==> config.mk <==
export PLATFORM = sky130hd
export DESIGN_NAME = mul_operand_feeder
export DESIGN_NICKNAME = d
export VERILOG_FILES = /design/src/rtl/mul_pkg.sv /design/src/rtl/mul_result_reg.sv /design/src/rtl/mul_operand_feeder.sv
export SDC_FILE = /design/constraint.sdc
export NUM_CORES = 1
export LEC_CHECK = 0
export ABC_AREA = 1
export CAP_MARGIN = 10
export CORE_AREA = 2 2 83 85
export CTS_CLUSTER_DIAMETER = 30
export DETAILED_ROUTE_END_ITERATION = 6
export DIE_AREA = 0 0 85 87
export GPL_TIMING_DRIVEN = 0
export PLACE_DENSITY = 0.77
export SYNTH_ARGS = -nofsm -noshare
export SYNTH_HDL_FRONTEND = slang
export SYNTH_SLANG_ARGS = --single-unit
export TNS_END_PERCENT = 50
==> constraint.sdc <==
create_clock -name clk -period 3.1 [get_ports clk]
set_input_delay 0.62 -clock clk [delete_from_list [all_inputs] [get_ports clk]]
set_output_delay 0.62 -clock clk [all_outputs]
set_load 0.03 [all_outputs]
==> src/rtl/mul_pkg.sv <==
// Shared definitions for the multiplier operand feeder: default width,
// feeder state encoding and the product returned for zero-operand jobs.
package mul_pkg;

    localparam int MUL_W = 16;

    typedef enum logic [2:0] {
        S_IDLE   = 3'd0,
        S_START  = 3'd1,
        S_LOAD_A = 3'd2,
        S_LOAD_B = 3'd3,
        S_RUN    = 3'd4,
        S_RESULT = 3'd5,
        S_DRAIN  = 3'd6
    } mul_feed_state_t;

    localparam logic [MUL_W-1:0] BYPASS_ZERO = {MUL_W{1'b0}};

endpackage

==> src/rtl/mul_result_reg.sv <==
// Result holding register with the res_valid/res_ready handshake; the value
// stays stable while res_valid is high and the consumer has not accepted it.
module mul_result_reg
    import mul_pkg::*;
#(
    parameter int W = MUL_W
) (
    input  logic         clk,
    input  logic         rst,
    input  logic         load,
    input  logic [W-1:0] load_data,
    input  logic         res_ready,
    output logic         res_valid,
    output logic [W-1:0] res_data,
    output logic         fire
);

    logic         valid_r;
    logic [W-1:0] data_r;

    assign res_valid = valid_r;
    assign res_data  = data_r;
    assign fire      = valid_r & res_ready;

    // Capture a new result, or clear valid once the consumer takes it.
    always_ff @(posedge clk or posedge rst) begin
        if (rst) begin
            valid_r <= 1'b0;
            data_r  <= {W{1'b0}};
        end else if (load) begin
            valid_r <= 1'b1;
            data_r  <= load_data;
        end else if (fire) begin
            valid_r <= 1'b0;
            data_r  <= data_r;
        end else begin
            valid_r <= valid_r;
            data_r  <= data_r;
        end
    end

endmodule

==> src/rtl/mul_operand_feeder.sv <==
// Sequences operand pairs onto a repeated-addition multiplier and returns the
// product. Optional operand swap (smaller value as repeat count): MUL_FEEDER_SWAP_EN.
module mul_operand_feeder
    import mul_pkg::*;
#(
    parameter int W = MUL_W
) (
    input  logic         clk,
    input  logic         rst,
    input  logic         in_valid,
    output logic         in_ready,
    input  logic [W-1:0] in_a,
    input  logic [W-1:0] in_b,
    output logic         start,
    output logic [W-1:0] datain,
    input  logic         done,
    input  logic [W-1:0] product,
    output logic         res_valid,
    input  logic         res_ready,
    output logic [W-1:0] res_data,
    output logic         busy
);

    mul_feed_state_t state_r, state_n;
    logic [W-1:0]    a_r, b_r;
    logic            used_r;
    logic            start_r, in_ready_r, busy_r;
    logic [W-1:0]    datain_r, datain_n;
    logic [W-1:0]    a_sel_s, b_sel_s;
    logic            accept_s, zero_s, load_s, fire_s;
    logic [W-1:0]    load_data_s;

    assign in_ready = in_ready_r;
    assign start    = start_r;
    assign datain   = datain_r;
    assign busy     = busy_r;
    assign accept_s = in_valid & in_ready_r;
    assign zero_s   = (in_a == {W{1'b0}}) | (in_b == {W{1'b0}});

    // Operand ordering at accept; the product does not depend on it.
    always_comb begin
        a_sel_s = in_a;
        b_sel_s = in_b;
`ifdef MUL_FEEDER_SWAP_EN
        if (in_b > in_a) begin
            a_sel_s = in_b;
            b_sel_s = in_a;
        end else begin
            a_sel_s = in_a;
            b_sel_s = in_b;
        end
`endif
    end

    // Next-state logic and result-register load requests.
    always_comb begin
        state_n     = state_r;
        load_s      = 1'b0;
        load_data_s = W'(BYPASS_ZERO);
        case (state_r)
            S_IDLE: begin
                if (accept_s && zero_s) begin
                    state_n = S_RESULT;
                    load_s  = 1'b1;
                end else if (accept_s) begin
                    state_n = S_START;
                end else begin
                    state_n = S_IDLE;
                end
            end
            S_START:  state_n = S_LOAD_A;
            S_LOAD_A: state_n = S_LOAD_B;
            S_LOAD_B: state_n = S_RUN;
            S_RUN: begin
                if (done) begin
                    state_n     = S_RESULT;
                    load_s      = 1'b1;
                    load_data_s = product;
                end else begin
                    state_n = S_RUN;
                end
            end
            S_RESULT: begin
                if (fire_s) begin
                    state_n = used_r ? S_DRAIN : S_IDLE;
                end else begin
                    state_n = S_RESULT;
                end
            end
            // The multiplier may still hold done high; never restart under it.
            S_DRAIN: begin
                if (!done) begin
                    state_n = S_IDLE;
                end else begin
                    state_n = S_DRAIN;
                end
            end
            default: state_n = S_IDLE;
        endcase
    end

    // Bus value for the cycle the FSM is about to enter.
    always_comb begin
        datain_n = {W{1'b0}};
        case (state_n)
            S_LOAD_A: datain_n = a_r;
            S_LOAD_B: datain_n = b_r;
            default:  datain_n = {W{1'b0}};
        endcase
    end

    // State register.
    always_ff @(posedge clk or posedge rst) begin
        if (rst) begin
            state_r <= S_IDLE;
        end else begin
            state_r <= state_n;
        end
    end

    // Operand latch; used_r remembers whether the multiplier was started.
    always_ff @(posedge clk or posedge rst) begin
        if (rst) begin
            a_r    <= {W{1'b0}};
            b_r    <= {W{1'b0}};
            used_r <= 1'b0;
        end else if (accept_s) begin
            a_r    <= a_sel_s;
            b_r    <= b_sel_s;
            used_r <= ~zero_s;
        end else begin
            a_r    <= a_r;
            b_r    <= b_r;
            used_r <= used_r;
        end
    end

    // Outputs registered from the next state so they align with the state.
    always_ff @(posedge clk or posedge rst) begin
        if (rst) begin
            start_r    <= 1'b0;
            datain_r   <= {W{1'b0}};
            in_ready_r <= 1'b0;
            busy_r     <= 1'b0;
        end else begin
            start_r    <= (state_n == S_START);
            datain_r   <= datain_n;
            in_ready_r <= (state_n == S_IDLE);
            busy_r     <= (state_n != S_IDLE);
        end
    end

    mul_result_reg #(.W(W)) u_result (
        .clk       (clk),
        .rst       (rst),
        .load      (load_s),
        .load_data (load_data_s),
        .res_ready (res_ready),
        .res_valid (res_valid),
        .res_data  (res_data),
        .fire      (fire_s)
    );

endmodule

==> impl_metrics.tcl, run 1 <==
set metrics [dict create \
    worst_path_dominant_cell_family "buffers and inverters" \
    finish.net_count 471 \
    synthAdderAreaFrac_pct 0 \
    detail_route.drc_violations 0 \
    combinational_group_share_of_total_power_pct 42.4 \
    groute.usage.overall_pct 19.9 \
    grt_use_met3_pct 8.44 \
    max_freq_mhz 494 \
    hold_path.class "reg -> reg" \
    cpPeakStageDelay_ns 0.70 \
    max-vdd-ir-drop_uv 492 \
    cts.path.max_buffers 2 \
    post_dp_cell_area_mm2 0.00389 \
    ys_dominant_reg_cell "sky130_fd_sc_hd__dfrtp_1" \
    cts.hold.buffers_added 0 \
    flow.area_growth_from_synthesis_pct 41.2 \
    fillerInstances 568 \
    period_minus_slack_ns 2.02 \
    netlist_top_cells_count "87 x sky130_fd_sc_hd__nand2_1, 72 x sky130_fd_sc_hd__dfrtp_1, 41 x sky130_fd_sc_hd__inv_1" \
    global_route.usage.met2_pct 32.6 \
    detailed_route_via_count 2464 \
    number_of_standard_cells_after_synthesis 319 \
    tritoncts "done" \
    synthDistinctLibCells 21 \
    timing.critical_path.from_type "flip-flop" \
    drt_iter0_markers 147 \
    post_synthesis_compound_gate_area_fraction_pct 9.40 \
    fp.dieW_um 85 \
    run_status "finished clean" \
    globalRouteMet1Util_pct 23.9 \
    gp_routability_congestion 0.809 \
    start_util_pct 44.2 \
    timing.critical_path.cells "clkdlybuf4s50_1" \
    worstSetupPathType "reg -> out" \
    synth_most_common_cell "sky130_fd_sc_hd__nand2_1" \
    power_frac_clock_pct 19.7 \
    worst_ep_arrival_time_ns 1.40 \
    yosys.area_share.simple_pct 21.2 \
    synth_top_area_share_pct 62.1 \
    worst_setup_path_end_kind "output port" \
    share_of_total_power_consumed_by_net_switching_pct 38.5 \
    power_switching_mw 1.56 \
    timing.critical_path.slowest_stage_cell "sky130_fd_sc_hd__clkdlybuf4s50_1" \
    post_drt_wl_per_cell_um 13.7 \
    antenna_violations_before_repair 0 \
    cts_setup_buffers 0 \
    power_mw 4.04 \
    num_rows 30 \
    detailed_place_hpwl_um 4910 \
    gr-total-overflow 0 \
    clk_pin_slew_ns 0.07 \
    power_density_mw_per_mm2 986 \
    cts.root.buffer_cell "sky130_fd_sc_hd__clkbuf_8" \
    die_height_um 87 \
    hold_path.startpoint "u_result.res_data[2]$_DFFE_PP0P_" \
    cell_internal_pwr_mw 2.48 \
    cts.sinks 72 \
    core_region_area_mm2 0.00657 \
    min_path_cells 2 \
    report.final.slew_viol_count 0 \
    synthArstFlopShare_pct 100 \
    number_of_global_route_vias_before_repair 2541 \
    floorplan.io_pins 89 \
    muxShareOfSynthArea_pct 0 \
    totalWireLength_um 6900 \
    cp.depth 1 \
    finalClockSkew_ns 0.0115 \
    routed_via_density 4.90 \
    dominant_combinational_cell_family_by_area_after_synthesis "simple AND/OR/NAND/NOR gates" \
    synth_top_cell_by_area "sky130_fd_sc_hd__dfrtp_1" \
    critical_path_peak_fanout 3 \
    postLayoutCellArea_mm2 0.00410 \
    fin_worst_hold_slack_ns 0.498 \
    cts_buffers 9 \
    startpoint "u_result.res_valid$_DFFE_PP0P_" \
    diode_count 0 \
    grt_start_max_net_pins 73 \
    timing.final.setup_violations 0 \
    timing_hold_violations_final 0 \
    drt_pre_antenna_iters 4 \
    synthXorXnorAreaFrac_pct 0 \
    layout_worst_path_cycle_share_pct 65.3 \
    ys_ff_latch 72 \
    clk_lat_worst_skew_ns 0.34 \
    drive_gt1_share_pct 7.33 \
    slew-limit-headroom_pct 42.2 \
    cts_max_level 3 \
    busiest_layer "met2" \
    timing_worst_slew_pin_value_ns 0.867 \
    synthesis.yosys.warnings 0 \
    number_of_gates_resized_after_cts 0 \
    ant_nets 0 \
    worstPathBufferInverterCount 1 \
    setup_repair_after_global_routing_missed_its_margin "false" \
    regToRegStartpoint "state_r[0]$_DFF_PP0_" \
    buffer_ports.inserted 88 \
    timing.reg2reg.worst_path_depth 6 \
    static-leakage-power_nw 1.95 \
    grt_first_pass_wirelength_um 11500 \
    ys_seq_area_share_pct 62.1 \
    syn_area_per_cell_um2 9.10 \
    critPathRequiredTime_ns 2.48 \
    synth.top_cells.by_area "sky130_fd_sc_hd__dfrtp_1 62%, sky130_fd_sc_hd__nand2_1 11%, sky130_fd_sc_hd__o21ai_0 5.7%" \
    floorplan.die_area_mm2 0.00740 \
    number_of_synthesized_flops_with_an_enable_pin 0 \
    synth_fp_nets 372 \
    seq_power_share_pct 37.9 \
    synth_area_mm2 0.00290 \
    maxCapViolations 0 \
]
-- cell usage in the layout, fill, tap and decap left out, types with 3 or more instances in the layout --
cell | netlist | layout
sky130_fd_sc_hd__buf_2 | 3 | 3
sky130_fd_sc_hd__o22ai_1 | 16 | 16
sky130_fd_sc_hd__dfrtp_1 | 72 | 72
sky130_fd_sc_hd__nand3_1 | 18 | 18
sky130_fd_sc_hd__nor2_2 | 3 | 3
sky130_fd_sc_hd__clkbuf_8 | 0 | 9
sky130_fd_sc_hd__o21ai_0 | 33 | 33
sky130_fd_sc_hd__clkdlybuf4s50_1 | 0 | 88
sky130_fd_sc_hd__nand2_1 | 87 | 87
sky130_fd_sc_hd__inv_1 | 41 | 40
sky130_fd_sc_hd__clkbuf_1 | 5 | 7
sky130_fd_sc_hd__nor2_1 | 26 | 26
-- sequential cells by signal (all words and copies together) (netlist names), 3 cells and up --
signal and flops:
state_r 3, b_r 16, a_r 16, datain 16
u_result.res_data 16
-- power groups by stage --
| stage | registers (mW) | logic [mW] | clock network [mW] |
|---|---|---|---|
| 2_1_floorplan | 1.94 | 0.631 | 0 |
| 3_3_place_gp | 1.53 | 1.68 | 0 |
| 3_5_place_dp | 1.55 | 1.72 | 0 |
| 4_1_cts | 1.53 | 1.73 | 0.813 |
| 5_1_grt | 1.57 | 1.87 | 0.859 |
| 6_report | 1.53 | 1.71 | 0.798 |
-- path summary, 6_finish.rpt --
| path | end | slack (ns) |
|---|---|---|
| min in group asynchronous | datain[1]$_DFF_PP0_ | 0.82 |
| worst max-delay path | res_valid | 1.08 |
| max in group asynchronous | datain[5]$_DFF_PP0_ | 1.72 |
| worst min-delay path | u_result.res_data[2]$_DFFE_PP0P_ | 0.50 |
| worst min register to register | u_result.res_data[2]$_DFFE_PP0P_ | 0.50 |
| worst max register to register | u_result.res_data[12]$_DFFE_PP0P_ | 1.67 |
-- layout make-up --
cell class	count	area (µm²)	area share (%)
Buffer	11	56.3	1.37
Tap cell	80	100	2.44
Clock inverter	5	81.3	1.98
Timing Repair Buffer	88	881	21.5
Inverter	42	160	3.91
Multi-Input combinational cell	194	887	21.6
Sequential cell	72	1800	44.0
Clock buffer	11	131	3.21
-- cell families (layout without fill, tap and decap cells) --
logic type / Yosys count / count (layout)
and+or+nand+nor: 144 / 144
DFF: 72 / 72
buffers and inverters: 53 / 157
AOI/OAI and AO/OA: 50 / 50
-- stage by stage --
stage	cells	setup TNS, ns	setup WS (ns)	utilization, %
CTS	503	0	1.06	62.4
global placement	487	-33.64	-0.471	59.1
global route	503	0	1.01	62.4
floorplan	319	0	0.655	-
detailed placement	487	0	0.998	59.2
finish	503	0	1.08	62.4
-- worst register-to-register path, stage by stage, from the launching register on --
cell and delay [ns]:
sky130_fd_sc_hd__dfrtp_1 0.46, sky130_fd_sc_hd__nor2_2 0.17, sky130_fd_sc_hd__nand2_2 0.18, sky130_fd_sc_hd__inv_1 0.23, sky130_fd_sc_hd__buf_4 0.20, sky130_fd_sc_hd__nand2_1 0.06, sky130_fd_sc_hd__nand2_1 0.07
-- metal layers --
| metal | part of all wire [%] | vias up |
|---|---|---|
| met5 | 0 | - |
| li1 | - | 1207 |
| met1 | 43 | 1162 |
| met4 | 0.77 | 0 |
| met3 | 9.6 | 7 |
| met2 | 47 | 88 |
Power figures use the tool's default switching activity.
==> run 2, diff against run 1 <==
Clock period 3.1 ns to 2.1 ns, I/O delays scaled along.
==> run 2 against run 1 <==
Sequential power grew 48%. Non-clock buffer count grew 2. Combinational power grew 48%. Sequential share of layout area shrank 0.61 points. Final cell count grew 0.40%. Hold slack lost 0.20 ns. First-iteration DRC count grew 14%. Count of clock-buffer cells in the layout shrank 1. Utilization grew 0.88 points.
==> impl_metrics.tcl, run 2 (same netlist as run 1, synthesis figures left out) <==
set metrics [dict create \
    detailed_place_hpwl_um 5010 \
    core_region_area_mm2 0.00657 \
    tritoncts "done" \
    cp.depth 1 \
    static-leakage-power_nw 1.97 \
    post_drt_wl_per_cell_um 13.8 \
    most_common_library_cell_in_the_layout_ignoring_fill_and_taps "sky130_fd_sc_hd__clkdlybuf4s50_1" \
    max_freq_mhz 547 \
    critPathRequiredTime_ns 1.68 \
    finish.net_count 473 \
    worst_path_dominant_cell_family "buffers and inverters" \
    groute.usage.overall_pct 20.5 \
    timing.critical_path.cells "clkdlybuf4s50_1" \
    drive_gt1_share_pct 8.24 \
    timing_worst_slew_pin_value_ns 0.516 \
    gp_routability_congestion 0.804 \
    drt_iter0_markers 167 \
    post-route-util_pct 63.3 \
    detailed_route_via_count 2472 \
    timing.setup.tns_ns 0 \
    timing.final.setup_violations 0 \
    number_of_gates_resized_after_cts 0 \
    max-vdd-ir-drop_uv 711 \
    cpPeakStageDelay_ns 0.70 \
    setup_repair_after_global_routing_missed_its_margin "false" \
    routed_via_density 4.90 \
    timing.critical_path.from_type "flip-flop" \
    run_status "finished clean" \
    grt_first_pass_wirelength_um 11600 \
    num_rows 30 \
    ant_nets 0 \
    diode_count 0 \
    worst_setup_path_end_kind "output port" \
    drt_pre_antenna_iters 4 \
    timing.reg2reg.worst_path_depth 7 \
    cts_setup_buffers 0 \
    most-common-layout-cells "88 x sky130_fd_sc_hd__clkdlybuf4s50_1, 87 x sky130_fd_sc_hd__nand2_1, 72 x sky130_fd_sc_hd__dfrtp_1, 40 x sky130_fd_sc_hd__inv_1, 33 x sky130_fd_sc_hd__o21ai_0" \
    antenna_violations_before_repair 0 \
    buffer_ports.inserted 88 \
    worstSetupPathType "reg -> out" \
    cts.hold.buffers_added 0 \
    cts.path.max_buffers 2 \
    clk_pin_slew_ns 0.09 \
    cts.root.buffer_cell "sky130_fd_sc_hd__clkbuf_8" \
    start_util_pct 44.2 \
    grt_start_max_net_pins 43 \
    die_height_um 87 \
    power_density_mw_per_mm2 1450 \
    worst_ep_arrival_time_ns 1.41 \
    period_minus_slack_ns 1.83 \
    maxCapViolations 0 \
    cts.sinks 72 \
    fp.dieW_um 85 \
    timing_hold_violations_final 0 \
    worstPathBufferInverterCount 1 \
    report.final.slew_viol_count 0 \
    cts_buffers 9 \
    hold_path.class "in -> async" \
    flow.area_growth_from_synthesis_pct 43.2 \
    detail_route.drc_violations 0 \
    floorplan.io_pins 89 \
    power_mw 6.04 \
    floorplan.die_area_mm2 0.00740 \
    finalClockSkew_ns 0.00977 \
    totalWireLength_um 6990 \
    clk_lat_worst_skew_ns 0.35 \
    cts_max_level 3 \
    critical_path_peak_fanout 3 \
    gr-total-overflow 0 \
    layout_worst_path_cycle_share_pct 87.0 \
    timing.critical_path.slowest_stage_cell "sky130_fd_sc_hd__clkdlybuf4s50_1" \
    number_of_global_route_vias_before_repair 2487 \
    slew-limit-headroom_pct 65.6 \
]
-- run 2: changes by cell type in the layout (fill, tap and decap cells not counted) --
cell                       delta
sky130_fd_sc_hd__clkbuf_1     -2
sky130_fd_sc_hd__buf_12       +2
sky130_fd_sc_hd__inv_6        +1
sky130_fd_sc_hd__inv_4        -1
sky130_fd_sc_hd__clkbuf_8     +1
sky130_fd_sc_hd__clkinv_4     +1
-- run 2: final timing paths --
check / startpoint / to / slack (ns)
worst min register to register: u_result.res_data[13]$_DFFE_PP0P_ / u_result.res_data[13]$_DFFE_PP0P_ / 0.50
worst max register to register: state_r[0]$_DFF_PP0_ / u_result.res_data[10]$_DFFE_PP0P_ / 0.68
worst max-delay path: u_result.res_valid$_DFFE_PP0P_ / res_valid / 0.27
min in group clk: u_result.res_data[13]$_DFFE_PP0P_ / u_result.res_data[13]$_DFFE_PP0P_ / 0.50
worst min-delay path: rst / datain[1]$_DFF_PP0_ / 0.30
max in group asynchronous: rst / u_result.res_data[3]$_DFFE_PP0P_ / 1.16
-- run 2: layer usage --
metal / wire, µm / global-route usage (%)
met5: 0 / 0
met1: 2960 / 25.7
met2: 3290 / 32.3
met3: 618 / 7.39
met4: 115 / 8.37
-- run 2: area by class of cell --
class / instances / area, µm²
multi-input combinational: 194 / 887
timing repair buffer: 90 / 921
fill: 534 / 2410
clock buffer: 10 / 138
inverter: 42 / 161
clock inverter: 6 / 91.3
sequential: 72 / 1800
tap: 80 / 100
buffer: 11 / 56.3
-- run 2: where the power goes --
| part | switching [mW] | internal (mW) | leakage [nW] |
|---|---|---|---|
| clock | 0.542 | 0.708 | 0.117 |
| combinational | 1.54 | 0.985 | 0.946 |
| sequential | 0.246 | 2.02 | 0.911 |
| total | 2.33 | 3.71 | 1.97 |
-- run 2: worst register-to-register path, stage by stage (launching register included) --
cell	delay (ns)
sky130_fd_sc_hd__dfrtp_1	0.46
sky130_fd_sc_hd__nor2_2	0.18
sky130_fd_sc_hd__nand2_1	0.09
sky130_fd_sc_hd__nor2_2	0.17
sky130_fd_sc_hd__nand2_4	0.13
sky130_fd_sc_hd__buf_6	0.16
sky130_fd_sc_hd__nand3_1	0.07
sky130_fd_sc_hd__nand2_1	0.05
-- run 2: metrics by stage --
step / hold slack (ns) / worst slack, ns / cell area [µm²] / cells
finish: 0.296 / 0.272 / 4160 / 505
global route: 0.292 / 0.194 / 4160 / 505
CTS: 0.293 / 0.255 / 4160 / 505
detailed placement: 0.488 / 0.206 / 3930 / 489
global placement: 0.481 / 0.0383 / 3890 / 487
floorplan: 0.475 / 0.778 / 2910 / 319
